File: config.mk
export PLATFORM = sky130hd
export DESIGN_NAME = xrun_seq
export DESIGN_NICKNAME = d
export VERILOG_FILES = /design/src/rtl/xrun_seq_pkg.sv /design/src/rtl/xrun_seq_wdog.sv /design/src/rtl/xrun_seq.sv
export SDC_FILE = /design/constraint.sdc
export NUM_CORES = 1
export LEC_CHECK = 0
export ABC_AREA = 0
export BUFFER_PORTS_ARGS = -buffer_cell sky130_fd_sc_hd__buf_2
export CAP_MARGIN = 5
export CORE_MARGIN = 3
export CORE_UTILIZATION = 41
export CTS_BUF_LIST = sky130_fd_sc_hd__clkbuf_4 sky130_fd_sc_hd__clkbuf_8
export CTS_CLUSTER_DIAMETER = 60
export DETAILED_ROUTE_END_ITERATION = 8
export HOLD_SLACK_MARGIN = 0.12
export PLACE_DENSITY = 0.82
export SLEW_MARGIN = 20
export SYNTH_ARGS = -nofsm -noshare
export SYNTH_HDL_FRONTEND = slang
export SYNTH_SLANG_ARGS = --single-unit
File: constraint.sdc
create_clock -name clk -period 2.3 [get_ports clk]
set_input_delay 0.69 -clock clk [delete_from_list [all_inputs] [get_ports clk]]
set_output_delay 0.69 -clock clk [all_outputs]
set_load 0.02 [all_outputs]
File: src/rtl/xrun_seq_pkg.sv
// xrun_seq_pkg: shared state encoding, default watchdog limit and width helper for the run sequencer.
package xrun_seq_pkg;

    typedef enum logic [2:0] {S_IDLE, S_CFG, S_RUN, S_SETTLE, S_POLL, S_NEXT} state_t;

    localparam int TIMEOUT_DEF = 2**20;

    function automatic int cnt_w(input int n);
        return $clog2(n + 1);
    endfunction

endpackage

File: src/rtl/xrun_seq_wdog.sv
// xrun_seq_wdog: loadable down-counter that flags expiry after TIMEOUT enabled cycles.
module xrun_seq_wdog import xrun_seq_pkg::*; #(
    parameter int TIMEOUT = TIMEOUT_DEF
) (
    input  logic clk,
    input  logic rst,
    input  logic i_load,
    input  logic i_en,
    output logic o_expired
);
    localparam int W = cnt_w(TIMEOUT);

    logic [W-1:0] r_cnt;

    always_ff @(posedge clk or negedge rst) begin
        if (!rst)
            r_cnt <= '0;
        else if (i_load)
            r_cnt <= W'(TIMEOUT - 1);
        else if (i_en && r_cnt != '0)
            r_cnt <= r_cnt - 1'b1;
    end

    assign o_expired = r_cnt == '0;

endmodule

File: src/rtl/xrun_seq.sv
// xrun_seq: issues N back-to-back engine runs per start, muxing host access through while idle.
// Optional poll watchdog and wdog_err port enabled by defining XRUN_SEQ_WDOG_EN.
module xrun_seq import xrun_seq_pkg::*; #(
    parameter int DATA_W     = 32,
    parameter int ADDR_W     = 13,
    parameter int CNT_W      = 16,
    parameter int RUN_SETTLE = 3
`ifdef XRUN_SEQ_WDOG_EN
    , parameter int TIMEOUT  = TIMEOUT_DEF
`endif
) (
    input  logic              clk,
    input  logic              rst,
`ifdef XRUN_SEQ_WDOG_EN
    output logic              wdog_err,
`endif
    input  logic              start,
    input  logic [CNT_W-1:0]  nruns,
    output logic              busy,
    output logic [CNT_W-1:0]  runs_done,
    output logic              irq,
    input  logic              irq_clr,
    output logic              cfg_req,
    input  logic              cfg_ack,
    input  logic              host_valid,
    input  logic              host_we,
    input  logic [ADDR_W-1:0] host_addr,
    input  logic [DATA_W-1:0] host_wdata,
    output logic [DATA_W-1:0] host_rdata,
    output logic              host_ready,
    output logic              eng_valid,
    output logic              eng_we,
    output logic [ADDR_W-1:0] eng_addr,
    output logic [DATA_W-1:0] eng_wdata,
    input  logic [DATA_W-1:0] eng_rdata
);
    localparam int SW = cnt_w(RUN_SETTLE);
    localparam logic [ADDR_W-1:0] CTRL = {1'b1, {(ADDR_W-1){1'b0}}};

    state_t r_state, w_next;
    logic [CNT_W-1:0] r_remaining, r_runs_done;
    logic [SW-1:0] r_settle;
    logic r_irq;
    logic w_idle, w_accept, w_done, w_last, w_tmo;

    assign w_idle   = r_state == S_IDLE;
    assign w_accept = w_idle && start;
    assign w_done   = eng_rdata[0];
    assign w_last   = r_remaining == CNT_W'(1);

`ifdef XRUN_SEQ_WDOG_EN
    logic w_expired, r_wdog;

    xrun_seq_wdog #(.TIMEOUT(TIMEOUT)) u_wdog (
        .clk       (clk),
        .rst       (rst),
        .i_load    (r_state == S_RUN),
        .i_en      (r_state == S_POLL),
        .o_expired (w_expired)
    );

    assign w_tmo = r_state == S_POLL && !w_done && w_expired;

    always_ff @(posedge clk or negedge rst) begin
        if (!rst)
            r_wdog <= 1'b0;
        else
            r_wdog <= w_tmo ? 1'b1 : w_accept ? 1'b0 : r_wdog;
    end

    assign wdog_err = r_wdog;
`else
    assign w_tmo = 1'b0;
`endif

    always_ff @(posedge clk or negedge rst) begin
        if (!rst)
            r_state <= S_IDLE;
        else
            r_state <= w_next;
    end

    always_comb begin
        w_next = r_state;
        case (r_state)
            S_IDLE:   w_next = (start && nruns != '0) ? S_CFG : S_IDLE;
            S_CFG:    w_next = cfg_ack ? S_RUN : S_CFG;
            S_RUN:    w_next = S_SETTLE;
            S_SETTLE: w_next = (r_settle == SW'(RUN_SETTLE - 1)) ? S_POLL : S_SETTLE;
            S_POLL:   w_next = w_done ? S_NEXT : w_tmo ? S_IDLE : S_POLL;
            S_NEXT:   w_next = w_last ? S_IDLE : S_CFG;
            default:  w_next = S_IDLE;
        endcase
    end

    // irq set sources take priority over the clear sources
    always_ff @(posedge clk or negedge rst) begin
        if (!rst) begin
            r_remaining <= '0;
            r_runs_done <= '0;
            r_settle    <= '0;
            r_irq       <= 1'b0;
        end else begin
            if (w_accept) begin
                r_remaining <= nruns;
                r_runs_done <= '0;
            end else if (r_state == S_NEXT) begin
                r_remaining <= r_remaining - 1'b1;
                r_runs_done <= r_runs_done + 1'b1;
            end
            r_settle <= (r_state == S_SETTLE) ? r_settle + 1'b1 : '0;
            r_irq    <= ((w_accept && nruns == '0) || (r_state == S_NEXT && w_last) || w_tmo) ? 1'b1 :
                        (w_accept || irq_clr) ? 1'b0 : r_irq;
        end
    end

    always_comb begin
        busy       = !w_idle;
        host_ready = w_idle;
        cfg_req    = r_state == S_CFG;
        irq        = r_irq;
        runs_done  = r_runs_done;
        host_rdata = eng_rdata;
        eng_valid  = w_idle ? host_valid : (r_state == S_RUN || r_state == S_POLL);
        eng_we     = w_idle ? host_we : r_state == S_RUN;
        eng_addr   = w_idle ? host_addr : CTRL;
        eng_wdata  = w_idle ? host_wdata : DATA_W'(r_state == S_RUN);
    end

endmodule

# Word level (Yosys, flattened, before mapping)
# Cells that the tools add are included.
# totals
ff_bits	38
inputBits	100
out_inout_bits	99
wordCells	45
# op_classes
addsub	3
eq_ne	7
muxes	17
n_reduce_logical	13
# op_table
cell	count
$mux 16	4
$mux 32	1
$pmux 3 s6	1
$add 16x1->16 const B	1
$eq 16x1->1 const B	1
$logic_not 16->1	1
$reduce_bool 16->1	1
$sub 16x1->16 const B	1
$mux 13	1
$mux 1	7
$eq 3x2->1 const B	2
$eq 3x3->1 const B	2
$logic_and 1x1->1	4
$mux 2	2
$reduce_bool 2->1	2
$eq 3x1->1 const B	1
$logic_not 3->1	1
$logic_or 1x1->1	3
$mux 3	1
$add 2x1->2 const B	1
$eq 2x2->1 const B	1
$logic_not 1->1	1

# Depth between registers and ports, before layout
# depth
ltp_word	5
depth_mapped	6
mapped_depth_nobuf	6

# Worst setup path after synthesis
# No wires, ideal clock.
# synth_timing
path_kind	reg2out
start	reg r_state[1]
end	out eng_wdata[23]
arrival_ps	1519
required_ps	1610
setup_slack_ps	91
stages_incl_launch_ff	5
n_path_buf	2
path_cell_list	dfrtp_1 > nor3_1 > clkbuf_1 > clkbuf_1 > and2_1
# synth_via
elab_chain_len	2
# synth_rtl
item	line_no	rtl
start: declaration	xrun_seq.sv:40	state_t r_state, w_next;
start signal: assignment	xrun_seq.sv:80	r_state <= w_next;
$logic_not 3->1	xrun_seq.sv:46	assign w_idle = r_state == S_IDLE;
net host_ready	xrun_seq.sv:30	output logic host_ready,
$mux 32	xrun_seq.sv:127	eng_wdata = w_idle ? host_wdata : DATA_W'(r_state == S_RUN);
end: declaration	xrun_seq.sv:34	output logic [DATA_W-1:0] eng_wdata,
# The timed path passes the listed nets, and every way through them passes these cells.

# Final worst setup path
# layout_timing
start	reg r_state[1]
end	out eng_wdata[27]
# layout_via
elab_chain_len	2
# layout_rtl
item	line_no
$logic_not 3->1	xrun_seq.sv:46
$mux 32	xrun_seq.sv:127
# Every way passes these cells.

==> impl_metrics.py <==
metrics = {
    "status": {
        "status": "complete, no violations",
    },
    "final_layout": {
        "area_growth_pct": 27.9,
        "fin_nets": 511,
        "diodes": 0,
        "multiInputGateArea_sq_um": 1290,
        "final_area_sq_um": 3270,
        "n_fill_cell": 555,
        "instances_no_fill": 483,
        "regArea_sq_um": 951,
        "drive_above_1_share_pct": 40.0,
    },
    "power": {
        "powerDensity_nw_per_um2": 1130,
        "ir_drop_mv": 0.515,
        "p_leak_nw": 1.69,
        "finalPower_mw": 3.68,
    },
    "die": {
        "die_area_sq_um": 7220,
        "row_count": 28,
        "die_y_um": 85.0,
        "core_area_sq_um": 5990,
        "start_util_pct": 42.7,
        "die_width_um": 85.0,
        "ios": 199,
    },
    "routing": {
        "wl_um": 7470,
        "via_per_inst": 5.14,
        "drtAntennaViolNets": 0,
        "drcViolationCount": 0,
        "drt_iter0_drc": 63,
        "num_vias": 2483,
        "firstDrtPassIters": 4,
        "wl_per_cell_um": 15.5,
    },
    "placed_design": {
        "place_area_sq_um": 3120,
        "dp_cells": 475,
        "io_buffers": 136,
        "place_hpwl_um": 5930,
        "place.gp.congestion": 0.822,
    },
    "hold_path": {
        "hold_path.class": "primary input to asynchronous set/reset pin",
    },
    "clocking": {
        "cts_htree_levels": 2,
        "clock-sinks": 38,
        "cts_buffers": 5,
        "tritoncts": "built",
        "clk_root_buffer_cell": "clkbuf_8",
        "clk_latency_ns": 0.30,
        "post_cts_buffers": 0,
        "clock_tree.buffer_depth": 2,
        "path_clk_slew_ns": 0.08,
    },
    "worst_setup_path": {
        "worstSetupEndpointType": "output port",
        "worstSetupStartpointType": "flop",
        "arrival_ns": 1.53,
        "rrSetupSlack_ns": 0.39,
        "crit_type": "flop to output port",
        "worst-path-max-fanout": 47,
        "worstPathRequired_ns": 1.61,
    },
    "timing": {
        "clock_skew_ns": 0.00726,
        "maxSlewViolCount": 0,
        "period_minus_slack_ns": 2.22,
        "post-route-period-util_pct": 96.5,
        "max_freq_mhz": 450,
        "fin_setup_tns_ns": 0,
        "worst_slew_pin_slew_ns": 0.597,
        "rsz0062_at_grt": "true",
        "setup_viol": 0,
        "hold_ws_ns": 0.424,
        "relSlewSlack_pct": 59.8,
        "hold_violations": 0,
    },
    "run": {
        "cap_violations": 0,
    },
    "logic_synthesis": {
        "synth_cell_types": 41,
        "syn_inst": 300,
        "synth.area.top_cells": "dfrtp_1 37%, and2_1 11%, buf_4 9.4%, nand2_1 4.5%, nor2_1 3.2%",
        "yosysWarnings": 0,
        "synth-seq-cells": 38,
        "synth_area_leader_cell": "dfrtp_1",
        "syn_area_per_cell_sq_um": 8.52,
        "netlist_area_sq_um": 2560,
        "synth_fp_nets": 404,
        "synth_seq_area_share_pct": 37.2,
        "yosys.area.top_type_share_pct": 37.2,
    },
    "global_routing": {
        "grt_start_max_net_pins": 48,
        "grt-ovfl-total": 0,
        "grt_pass1_wl_um": 11600,
        "antenna_found_initial": 0,
        "track_usage_pct": 19.9,
        "grt_pass1_vias": 2435,
    },
}
-- path summary, 6_finish.rpt --
path / depth (start not counted) / endpoint / start
worst max-delay path: 4 / eng_wdata[27] / r_state[1]
worst min-delay path: 2 / runs_done[11] / rst
worst max register to register: 6 / r_remaining[6] / r_remaining[0]
worst min register to register: 1 / r_settle[0] / r_settle[0]
max in group asynchronous: 2 / r_remaining[5] / rst
min in group clk: 1 / r_settle[0] / r_settle[0]
-- metrics by stage --
step | utilization, % | setup WS [ns]
6_report | 54.6 | 0.0795
5_1_grt | 54.6 | -0.0210
4_1_cts | 54.5 | 0.0498
3_5_place_dp | 52.0 | 0.318
3_3_place_gp | 52.0 | 0.370
2_1_floorplan | - | 0.0906
-- cells in the mapped netlist, drive strengths merged --
library cell and n:
a211oi 1, a21bo 1, a21oi 4, a221o 2, a22o 1, a31oi 1, and2 43, and3b 1
and4 1, and4bb 1, buf 34, clkbuf 12, dfrtp 38, ha 4, inv 8, mux2i 6
nand2 31, nand2b 1, nand3 14, nand3b 3, nand4 9, nor2 22, nor3 11, nor3b 2
nor4 9, nor4b 1, o211ai 7, o21ai 8, o22ai 1, o311ai 5, or2 1, or3 1
or3b 1, or4 3, xnor2 6, xor2 6
-- final cells by class --
type / instances / share of cell area (%)
sequential: 38 / 29.1
tap: 75 / 2.87
clock inverter: 2 / 1.84
inverter: 8 / 0.918
timing repair buffer: 146 / 23.5
multi-input combinational: 208 / 39.3
clock buffer: 6 / 2.52
-- sequential cells by signal, summed over array words and instances, names as in the netlist --
| register | cells |
|---|---|
| r_state | 3 |
| runs_done | 16 |
| r_settle | 2 |
| irq | 1 |
| r_remaining | 16 |
-- critical path: stages, from the launching register on --
cell and delay [ns]:
dfrtp_1 0.44, nor3_2 0.27, buf_12 0.21, and2_1 0.14, buf_2 0.16
-- report_power, final --
part           total, mW  switching (mW)  internal (mW)
Combinational       1.75            1.03          0.718
Clock              0.709           0.246          0.463
Sequential          1.23           0.298          0.928
-- layout by cell type (no fill, tap or decap), drive strengths merged, types with 2 or more instances in the layout --
cell type  synthesis  routed
a21oi              4       4
a221o              2       2
and2              43      43
buf               34     146
bufinv             0       2
clkbuf            12       6
dfrtp             38      38
ha                 4       4
inv                8       8
mux2i              6       6
nand2             31      31
nand3             14      14
nand3b             3       3
nand4              9       9
nor2              22      22
nor3              11      11
nor3b              2       2
nor4               9       9
o211ai             7       7
o21ai              8       8
o311ai             5       5
or4                3       3
xnor2              6       6
xor2               6       6
-- layer usage --
metal / vias up / global-route usage [%] / part of all wire [%]
met3: 15 / 6.31 / 8.4
met1: 1148 / 22.6 / 38
met4: 0 / 4.75 / 1.4
met5: - / 0 / 0
li1: 1213 / - / -
met2: 107 / 36.0 / 52
-- logic make-up after synthesis --
kind of cell / Yosys count / synth area share, %
compound gates: 31 / 8.42
xor+xnor: 12 / 4.11
fa+ha+maj: 4 / 1.96
buf+inv: 54 / 13.0
flops: 38 / 37.2
mux: 6 / 2.35
simple gates: 155 / 33.0
-- timing repair --
action | in CTS | in global routing
pin swaps | 0 | 0
hold buffers | 0 | 0
setup endpoints to repair | 3 | 43
resized for setup | 1 | 3
Note: power is estimated with default switching activity, not from simulation.
